==> src/rtl/mul_share_arb_if.sv <==
// mul_share_arb_if: requester-side bus of the shared multiplier arbiter.
interface mul_share_arb_if #(
  parameter int NREQ = 4,
  parameter int W    = 16
);
  logic [NREQ-1:0]   req;
  logic [NREQ*W-1:0] opa_flat;
  logic [NREQ*W-1:0] opb_flat;
  logic [NREQ-1:0]   gnt;
  logic [NREQ-1:0]   rsp_valid;
  logic [W-1:0]      rsp_data;
  logic              busy;
  modport master (output req, opa_flat, opb_flat, input gnt, rsp_valid, rsp_data, busy);
  modport slave  (input req, opa_flat, opb_flat, output gnt, rsp_valid, rsp_data, busy);
endinterface

==> src/rtl/mul_share_arb.sv <==
// mul_share_arb: round-robin sequencer sharing one repeated-addition multiplier datapath.
// Define MUL_SWAP_EN to iterate over the smaller operand.
module mul_share_arb #(
  parameter int NREQ = 4,
  parameter int W    = 16
) (
  input  logic                clk,
  input  logic                rst,
  mul_share_arb_if.slave      bus,
  output logic [W-1:0]        datain,
  output logic                lda,
  output logic                ldb,
  output logic                ldp,
  output logic                clrp,
  output logic                decb,
  input  logic                eqz,
  input  logic [W-1:0]        pin
);
  localparam int PW = (NREQ > 1) ? $clog2(NREQ) : 1;
  typedef enum logic [2:0] {IDLE, LDA, LDB, MUL, DONE} state_t;
  state_t state, state_n;
  logic [NREQ-1:0] gnt, gnt_n;
  logic [PW-1:0] ptr, ptr_n, sel, idx, gi;
  logic [W-1:0] rsp, rsp_n, opa_g, opb_g, ld_a, ld_b;
  logic ok;
  always_comb begin
    sel = ptr;
    idx = '0;
    for (int k = NREQ - 1; k >= 0; k--) begin
      idx = PW'((int'(ptr) + k) % NREQ);
      if (bus.req[idx]) sel = idx;
    end
  end
  always_comb begin
    gi = '0;
    for (int k = 0; k < NREQ; k++) if (gnt[PW'(k)]) gi = PW'(k);
  end
  assign ok    = $onehot(gnt);
  assign opa_g = bus.opa_flat[gi*W +: W];
  assign opb_g = bus.opb_flat[gi*W +: W];
`ifdef MUL_SWAP_EN
  logic swap;
  logic [W-1:0] opa_s, opb_s;
  assign opa_s = bus.opa_flat[sel*W +: W];
  assign opb_s = bus.opb_flat[sel*W +: W];
  // captured every IDLE cycle; only the value from the granting cycle is used
  always_ff @(posedge clk or posedge rst)
    if (rst) swap <= 1'b0;
    else if (state == IDLE) swap <= opb_s > opa_s;
  assign ld_a = swap ? opb_g : opa_g;
  assign ld_b = swap ? opa_g : opb_g;
`else
  assign ld_a = opa_g;
  assign ld_b = opb_g;
`endif
  always_ff @(posedge clk or posedge rst)
    if (rst) begin
      state <= IDLE;
      gnt   <= '0;
      ptr   <= '0;
      rsp   <= '0;
    end else begin
      state <= state_n;
      gnt   <= gnt_n;
      ptr   <= ptr_n;
      rsp   <= rsp_n;
    end
  // a corrupted grant vector outside IDLE abandons the operation
  always_comb begin
    state_n = IDLE;
    gnt_n   = ok ? gnt : '0;
    ptr_n   = ptr;
    rsp_n   = rsp;
    lda     = 1'b0;
    ldb     = 1'b0;
    clrp    = 1'b0;
    ldp     = 1'b0;
    decb    = 1'b0;
    datain  = '0;
    case (state)
      IDLE: begin
        gnt_n   = (|bus.req) ? NREQ'(1) << sel : '0;
        state_n = (|bus.req) ? LDA : IDLE;
      end
      LDA: begin
        lda     = 1'b1;
        clrp    = 1'b1;
        datain  = ld_a;
        state_n = ok ? LDB : IDLE;
      end
      LDB: begin
        ldb     = 1'b1;
        datain  = ld_b;
        state_n = ok ? MUL : IDLE;
      end
      MUL: begin
        ldp     = ~eqz;
        decb    = ~eqz;
        rsp_n   = eqz ? pin : rsp;
        state_n = !ok ? IDLE : eqz ? DONE : MUL;
      end
      DONE: begin
        gnt_n = '0;
        ptr_n = (gi == PW'(NREQ - 1)) ? '0 : gi + 1'b1;
      end
      default: gnt_n = '0;
    endcase
  end
  assign bus.gnt       = gnt;
  assign bus.rsp_valid = (state == DONE) ? gnt : '0;
  assign bus.rsp_data  = rsp;
  assign bus.busy      = state != IDLE;
endmodule

==> src/flat_wrapper.sv <==
// flat-port wrapper written by rule: the top's interface ports become plain ports
module mul_share_arb_flat 
#(
  parameter int NREQ = 4,
  parameter int W    = 16
)
  (clk, rst, datain, lda, ldb, ldp, clrp, decb, eqz, pin, bus_req, bus_opa_flat, bus_opb_flat, bus_gnt, bus_rsp_valid, bus_rsp_data, bus_busy);
  mul_share_arb_if #(.NREQ(NREQ), .W(W)) bus_i ();
  input  logic clk;
  input  logic rst;
  output logic [W-1:0] datain;
  output logic lda;
  output logic ldb;
  output logic ldp;
  output logic clrp;
  output logic decb;
  input  logic eqz;
  input  logic [W-1:0] pin;
  input wire logic [$bits(bus_i.req)-1:0] bus_req;
  input wire logic [$bits(bus_i.opa_flat)-1:0] bus_opa_flat;
  input wire logic [$bits(bus_i.opb_flat)-1:0] bus_opb_flat;
  output wire logic [$bits(bus_i.gnt)-1:0] bus_gnt;
  output wire logic [$bits(bus_i.rsp_valid)-1:0] bus_rsp_valid;
  output wire logic [$bits(bus_i.rsp_data)-1:0] bus_rsp_data;
  output wire logic [$bits(bus_i.busy)-1:0] bus_busy;
  assign bus_i.req = bus_req;
  assign bus_i.opa_flat = bus_opa_flat;
  assign bus_i.opb_flat = bus_opb_flat;
  assign bus_gnt = bus_i.gnt;
  assign bus_rsp_valid = bus_i.rsp_valid;
  assign bus_rsp_data = bus_i.rsp_data;
  assign bus_busy = bus_i.busy;
  mul_share_arb #(.NREQ(NREQ), .W(W)) u_core (.clk(clk), .rst(rst), .bus(bus_i), .datain(datain), .lda(lda), .ldb(ldb), .ldp(ldp), .clrp(clrp), .decb(decb), .eqz(eqz), .pin(pin));
endmodule
==> config.mk <==
export PLATFORM = sky130hd
export DESIGN_NAME = mul_share_arb_flat
export DESIGN_NICKNAME = d
export VERILOG_FILES = /design/src/rtl/mul_share_arb_if.sv /design/src/rtl/mul_share_arb.sv /design/src/flat_wrapper.sv
export SDC_FILE = /design/constraint.sdc
export NUM_CORES = 1
export LEC_CHECK = 0
export BUFFER_PORTS_ARGS = -buffer_cell sky130_fd_sc_hd__buf_2
export CAP_MARGIN = 10
export CORE_ASPECT_RATIO = 0.75
export CORE_MARGIN = 5
export CORE_UTILIZATION = 34
export CTS_CLUSTER_DIAMETER = 80
export DETAILED_ROUTE_END_ITERATION = 8
export HOLD_SLACK_MARGIN = 0.03
export PLACE_DENSITY = 0.89
export REMOVE_ABC_BUFFERS = 1
export SLEW_MARGIN = 25
export SYNTH_ARGS = -nofsm -noshare
export SYNTH_HDL_FRONTEND = slang
export SYNTH_SLANG_ARGS = --single-unit
==> constraint.sdc <==
create_clock -name clk -period 2.75 [get_ports clk]
set_clock_uncertainty 0.15 [all_clocks]
set_input_delay 0.1375 -clock clk [delete_from_list [all_inputs] [get_ports clk]]
set_output_delay 0.1375 -clock clk [all_outputs]
set_load 0.01 [all_outputs]
==> metrics, run 1 <==
run status=complete, no violations; routed vias=1710; multi-input logic area=998 sq um; Critical Path Start Type=flop; Starting Density=35.1%; Residual DRC=0; Final Setup Violations=0; Tot GR Track Use=15.7%; WL final=5220 um; Iteration-0 DRC Markers=38; Synth Area in XOR/XNOR=0.512%; area of the core=0.00487 sq mm; min Tclk post-route=2.58 ns; Ports=197; final worst slack=0.168 ns; crit path to=u_core.bus.gnt[3]; CTS root buffer=clkbuf_8; Worst-path clk slew=0.09 ns; Post-CTS Resized=0; Synth Area per Inst=12.4 sq um; GP Congestion=0.819; Synth Area in Compound Gates=6.58%; Yosys reg bits=25; Leakage=1.36 nW; die area=0.00656 sq mm; antenna cell count=0; TritonRoute pass-1 iters=4; worst slew pin tran=0.640 ns; layout cells sized above 1=55.3%; total CTS buffers=3; sequential area share after synthesis=36.6%; EDFF count, synth=0; placed cell areas=0.00240 sq mm; ys async rst share=100%; Top FF cell, synth=dfrtp_1; Cell Chain, Critical Path=ha_1 -> ha_1 -> fa_1 -> or3b_1 -> nor3_1 -> nand2_1 -> o31ai_1; simple logic cell fraction of the synthesized area=15.9%; crit-path most repeated cell=ha_1; Ys Warns=0; CP required=2.77 ns; Max FO, Critical Path=4; reg2reg setup slack=0.17 ns; die width=91.9 um; Crit-path slowest cell=dfrtp_1; nets=440; largest family of logic cells by synthesized area=multiplexers; Via density=4.97; GRT Residual Overflow=0; vias in the first global route=1788; slowest stage delay, CP=0.43 ns; final hold viol count=0; initial antenna violation count=0; Max Transition Viols Final=0; row count=22; synth unique cells=35; worst reg2reg path depth=7; post-route ant nets=0; DP Wirelength=4170 um; sequential cell area=626 sq um; WS Path Type=flop to flop; largest net degree at the start of global routing=26; max cap viols=0; largest delay contributor family on the critical path=adder cells; synthesis-to-finish area growth=53.4%; pwr dens=840 mW/mm^2; RSZ-0062 raised after global routing=no; Levels on crit path=7; Skew-Pair Late Insertion Delay=0.26 ns; CTS HTree Levels=1; CTS sink cnt=25; cell area after layout=0.00262 sq mm; Place WS=0.184 ns; RR Endpoint=u_core.bus.gnt[3]; CP Launch Point=u_core.bus.gnt[2]; adder-cell area share of the yosys netlist=3.37%; Die Height=71.4 um; first-pass GRT wire length=8400 um; Synth Instances=138; fmax=387 MHz; Worst EP arrival=2.61 ns; period utilisation layout=93.9%; Max transition margin=56.7%; DR WL/cell=15.2 um; post-synthesis mux area share=31.6%; peak supply drop=445 uV; final core area utilization=53.9%; final hold slack=0.160 ns; Post-CTS Setup Inserts=0; port bufs=132; Worst Hold Class=primary input to flop; CTS tree=yes; worst path buffer plus inverter count=0; clk buf depth=2; Fillers=433; r2r startpoint=u_core.bus.gnt[2]; Worst setup EP type=flop; Synth Cell Area=0.00171 sq mm
[worst reg2reg max path, stage by stage (launching register included)]
cell	delay, ns
dfrtp_1	0.43
ha_1	0.32
ha_1	0.21
fa_1	0.42
or3b_1	0.42
nor3_1	0.37
nand2_1	0.10
o31ai_1	0.07
[per-stage QoR]
step / total power (W) / cells / setup TNS (ns)
floorplan: 0.00146 / 127 / -1.06
global placement: 0.00195 / 322 / 0
detailed placement: 0.00200 / 322 / 0
CTS: 0.00224 / 344 / 0
global route: 0.00241 / 344 / 0
finish: 0.00221 / 344 / 0
[final cells by class]
| type | count | share of cell area [%] |
|---|---|---|
| Multi-Input combinational cell | 98 | 38.1 |
| Inverter | 4 | 0.572 |
| Sequential cell | 25 | 23.8 |
| Tap cell | 60 | 2.86 |
| Timing Repair Buffer | 153 | 32.9 |
| Clock inverter | 1 | 0.191 |
| Clock buffer | 3 | 1.57 |
[logic make-up (layout without fill, tap and decap cells)]
group,count (synthesis),count (layout)
buffers and inverters,15,161
muxes,32,32
DFF,25,25
and+or+nand+nor,45,45
AOI/OAI and AO/OA,16,16
adders and majority gates,4,4
xor gates and xnor gates,1,1
[worst min-delay path by stage]
| stage | endpoint | cells past startpoint | slack [ns] | from |
|---|---|---|---|---|
| finish | u_core.state[0] | 4 | 0.16 | bus_req[1] |
| global route | u_core.state[0] | 4 | 0.17 | bus_req[1] |
| CTS | u_core.state[0] | 4 | 0.15 | bus_req[1] |
| detailed placement | u_core.bus.rsp_data[10] | 2 | 0.20 | pin[10] |
| global placement | u_core.bus.rsp_data[12] | 2 | 0.20 | pin[12] |
| floorplan | u_core.bus.gnt[0] | 1 | 0.01 | rst |
[flip-flops by register name, summed over array words and instances (netlist names)]
signal	count
u_core.state	3
u_core.bus.gnt	4
u_core.bus.rsp_data	16
u_core.ptr	2
[synthesized netlist by cell type, drive strengths merged (2+ instances only)]
library cell | number | area, sq um
dfrtp | 25 | 626
nor2b | 20 | 125
mux2 | 16 | 180
mux4 | 16 | 360
buf | 7 | 62.6
nand2 | 5 | 18.8
nor2 | 5 | 18.8
o21ai | 5 | 25.0
and3 | 4 | 25.0
clkbuf | 4 | 15.0
inv | 4 | 15.0
ha | 3 | 37.5
a21o | 2 | 15.0
a32o | 2 | 20.0
nand2b | 2 | 12.5
nor3 | 2 | 10.0
nor3b | 2 | 20.0
o31ai | 2 | 15.0
[routing by layer]
layer / routed length (um) / part of all wire, % / GRT usage [%]
met1: 1910 / 37 / 17.1
met2: 2790 / 53 / 31.1
met3: 470 / 9.0 / 4.09
met4: 54 / 1.0 / 2.64
met5: 0 / 0 / 0
[cell usage in the layout, fill, tap and decap left out, types with 2 or more instances in the layout]
cell,count
nor3_1,2
ha_1,3
inv_1,3
a21o_1,2
and3_1,4
mux2_1,16
a32o_1,2
nand2_1,5
dfrtp_1,25
nor2_1,5
o31ai_1,2
clkbuf_8,3
nor2b_1,20
nand2b_1,2
o21ai_1,3
dlygate4sd3_1,18
mux4_2,16
buf_4,3
buf_2,132
o21ai_0,2
[report_power, final]
part	total, W	switching (W)	internal (W)
Sequential	0.000643	0.000114	0.000528
Combinational	0.00135	0.000680	0.000667
Clock	0.000215	0.000114	0.000101
Total	0.00221	0.000909	0.00130
[what timing repair did]
action | in CTS | in global routing
setup endpoints to repair | 0 | 0
hold endpoints to repair | 42 | 0
hold buffers | 18 | 0
Power figures use the tool's default switching activity.
==> run 2: changes to the inputs <==
PLACE_DENSITY = unset   (was 0.89)
PLACE_DENSITY_LB_ADDON = 0.2   (was unset)
SKIP_CTS_REPAIR_TIMING = 1   (was unset)
==> metrics, run 2 (synthesized netlist as in run 1, its figures left out) <==
layout cells sized above 1=55.5% (was 55.3%); synthesis-to-finish area growth=52.8% (was 53.4%); Max FO, Critical Path=4 (unchanged); Worst Hold Class=primary input to flop (unchanged); initial antenna violation count=0 (unchanged); TritonRoute pass-1 iters=4 (unchanged); most common cell after layout, fill and taps aside=buf_2 (unchanged); nets=439 (was 440); antenna cell count=0 (unchanged); Final Setup Violations=0 (unchanged); reg2reg setup slack=0.18 ns (was 0.17 ns); GRT Residual Overflow=0 (unchanged); Cell Chain, Critical Path=ha_1 -> ha_1 -> fa_1 -> or3b_1 -> nor3_1 -> nand2_1 -> o31ai_1 (unchanged); met2 routed WL=2770 um (was 2790 um); Clk pwr share=9.9% (was 9.8%); clk buf depth=2 (unchanged); Pint=0.00129 W (was 0.00130 W); Levels on crit path=7 (unchanged); CTS tree=yes (unchanged); port bufs=132 (unchanged); period utilisation layout=93.5% (was 93.9%); RSZ-0062 raised after global routing=no (unchanged); switching part of the total=41.6% (was 41.2%); Max transition margin=57.4% (was 56.7%); crit-path most repeated cell=ha_1 (unchanged); CP Launch Point=u_core.bus.gnt[2] (unchanged); crit path to=u_core.bus.gnt[3] (unchanged); Via density=4.80 (was 4.97); Leakage=1.36 nW (about the same); Critical Path Start Type=flop (unchanged); Iteration-0 DRC Markers=48 (was 38); Ports=197 (unchanged); CTS root buffer=clkbuf_8 (unchanged); post-route ant nets=0 (unchanged); Tot GR Track Use=15.0% (was 15.7%); first-pass GRT wire length=7890 um (was 8400 um); largest net degree at the start of global routing=26 (unchanged); Skew-Pair Late Insertion Delay=0.27 ns (was 0.26 ns); die width=91.9 um (unchanged); peak supply drop=369 uV (was 445 uV); r2r startpoint=u_core.bus.gnt[2] (unchanged); worst path buffer plus inverter count=0 (unchanged); CTS sink cnt=25 (unchanged); final hold viol count=0 (unchanged); RR Endpoint=u_core.bus.gnt[3] (unchanged); WL met3=315 um (was 470 um); switching pwr=0.000923 W (was 0.000909 W); GP Congestion=0.809 (was 0.819); run status=complete, no violations (unchanged); final hold slack=0.00974 ns (was 0.160 ns); Fillers=449 (was 433); Worst EP arrival=2.60 ns (was 2.61 ns); Crit-path slowest cell=dfrtp_1 (unchanged); vias in the first global route=1571 (was 1788); DR WL/cell=15.5 um (was 15.2 um); combinational group share of total power=60.7% (was 61.1%); Max Transition Viols Final=0 (unchanged); met1 wire length=2210 um (was 1910 um); CTS HTree Levels=1 (unchanged); routed vias=1645 (was 1710); Worst-path clk slew=0.09 ns (about the same); Die Height=71.4 um (unchanged); Starting Density=35.1% (unchanged); largest delay contributor family on the critical path=adder cells (unchanged); WL final=5310 um (was 5220 um); max cap viols=0 (unchanged); total CTS buffers=3 (unchanged); Reg power frac=29.4% (was 29.1%); commonest cells after routing, fill and taps aside=buf_2, dfrtp_1, nor2b_1 (unchanged); worst reg2reg path depth=7 (unchanged); worst slew pin tran=0.639 ns (was 0.640 ns); pwr dens=848 mW/mm^2 (was 840 mW/mm^2); die area=0.00656 sq mm (unchanged); Worst setup EP type=flop (unchanged); CP required=2.77 ns (about the same); min Tclk post-route=2.57 ns (was 2.58 ns); area of the core=0.00487 sq mm (unchanged); DR top layer=met4 (unchanged); slowest stage delay, CP=0.42 ns (was 0.43 ns); WS Path Type=flop to flop (unchanged); DP Wirelength=4190 um (was 4170 um); Residual DRC=0 (unchanged); placed cell areas=0.00240 sq mm (unchanged); fmax=389 MHz (was 387 MHz); max reg flops=16 (unchanged); row count=22 (unchanged); cell area after layout=0.00261 sq mm (was 0.00262 sq mm)
run 2: cell types whose count changed in the layout (fill, tap and decap cells not counted):
cell	previous run	this run
dlygate4sd3_1	18	17
run 2: metrics by stage:
step | utilization (%) | setup WS (ns) | TNS, ns | cells | total power [W]
floorplan | - | -0.0661 | -1.06 | 127 | 0.00146
global placement | 49.2 | 0.207 | 0 | 322 | 0.00198
detailed placement | 49.2 | 0.174 | 0 | 322 | 0.00201
CTS | 50.2 | 0.160 | 0 | 326 | 0.00224
global route | 53.6 | 0.0544 | 0 | 343 | 0.00241
finish | 53.6 | 0.179 | 0 | 343 | 0.00222
run 2: how the worst min path moves through the flow:
stage | from | end | slack (ns) | cells past startpoint
final | eqz | u_core.state[2] | 0.01 | 3
after global placement | pin[12] | u_core.bus.rsp_data[12] | 0.20 | 2
after floorplan | rst | u_core.bus.gnt[0] | 0.01 | 1
after CTS | pin[15] | u_core.bus.rsp_data[15] | -0.08 | 2
after global routing | eqz | u_core.state[2] | 0.03 | 3
after detailed placement | pin[15] | u_core.bus.rsp_data[15] | 0.21 | 2
run 2: layout make-up:
type                            instances  area [sq um]  share of cell area, %
Multi-Input combinational cell         98           998                   38.2
Clock buffer                            3          41.3                   1.58
Sequential cell                        25           626                   23.9
Timing Repair Buffer                  152           853                   32.6
Tap cell                               60          75.1                   2.87
Inverter                                4          15.0                  0.574
Clock inverter                          1          5.00                  0.191
run 2: power by group through the flow:
stage | registers (W) | logic [W] | clock network (W)
4_1_cts | 0.000653 | 0.00136 | 0.000228
2_1_floorplan | 0.000731 | 0.000726 | 0
5_1_grt | 0.000681 | 0.00149 | 0.000246
3_5_place_dp | 0.000660 | 0.00135 | 0
6_report | 0.000651 | 0.00135 | 0.000220
3_3_place_gp | 0.000646 | 0.00134 | 0
run 2: worst register-to-register path, delay by kind of cell (launching register included):
| kind | cells | cell delay, ns |
|---|---|---|
| simple gates | 3 | 0.89 |
| flops | 1 | 0.42 |
| compound gates | 1 | 0.08 |
| fa+ha+maj | 3 | 0.94 |
run 2: per-layer routing:
metal,global-route usage [%],vias up
li1,-,803
met1,19.6,784
met2,25.7,54
met3,4.09,4
met4,1.98,0
met5,0,-
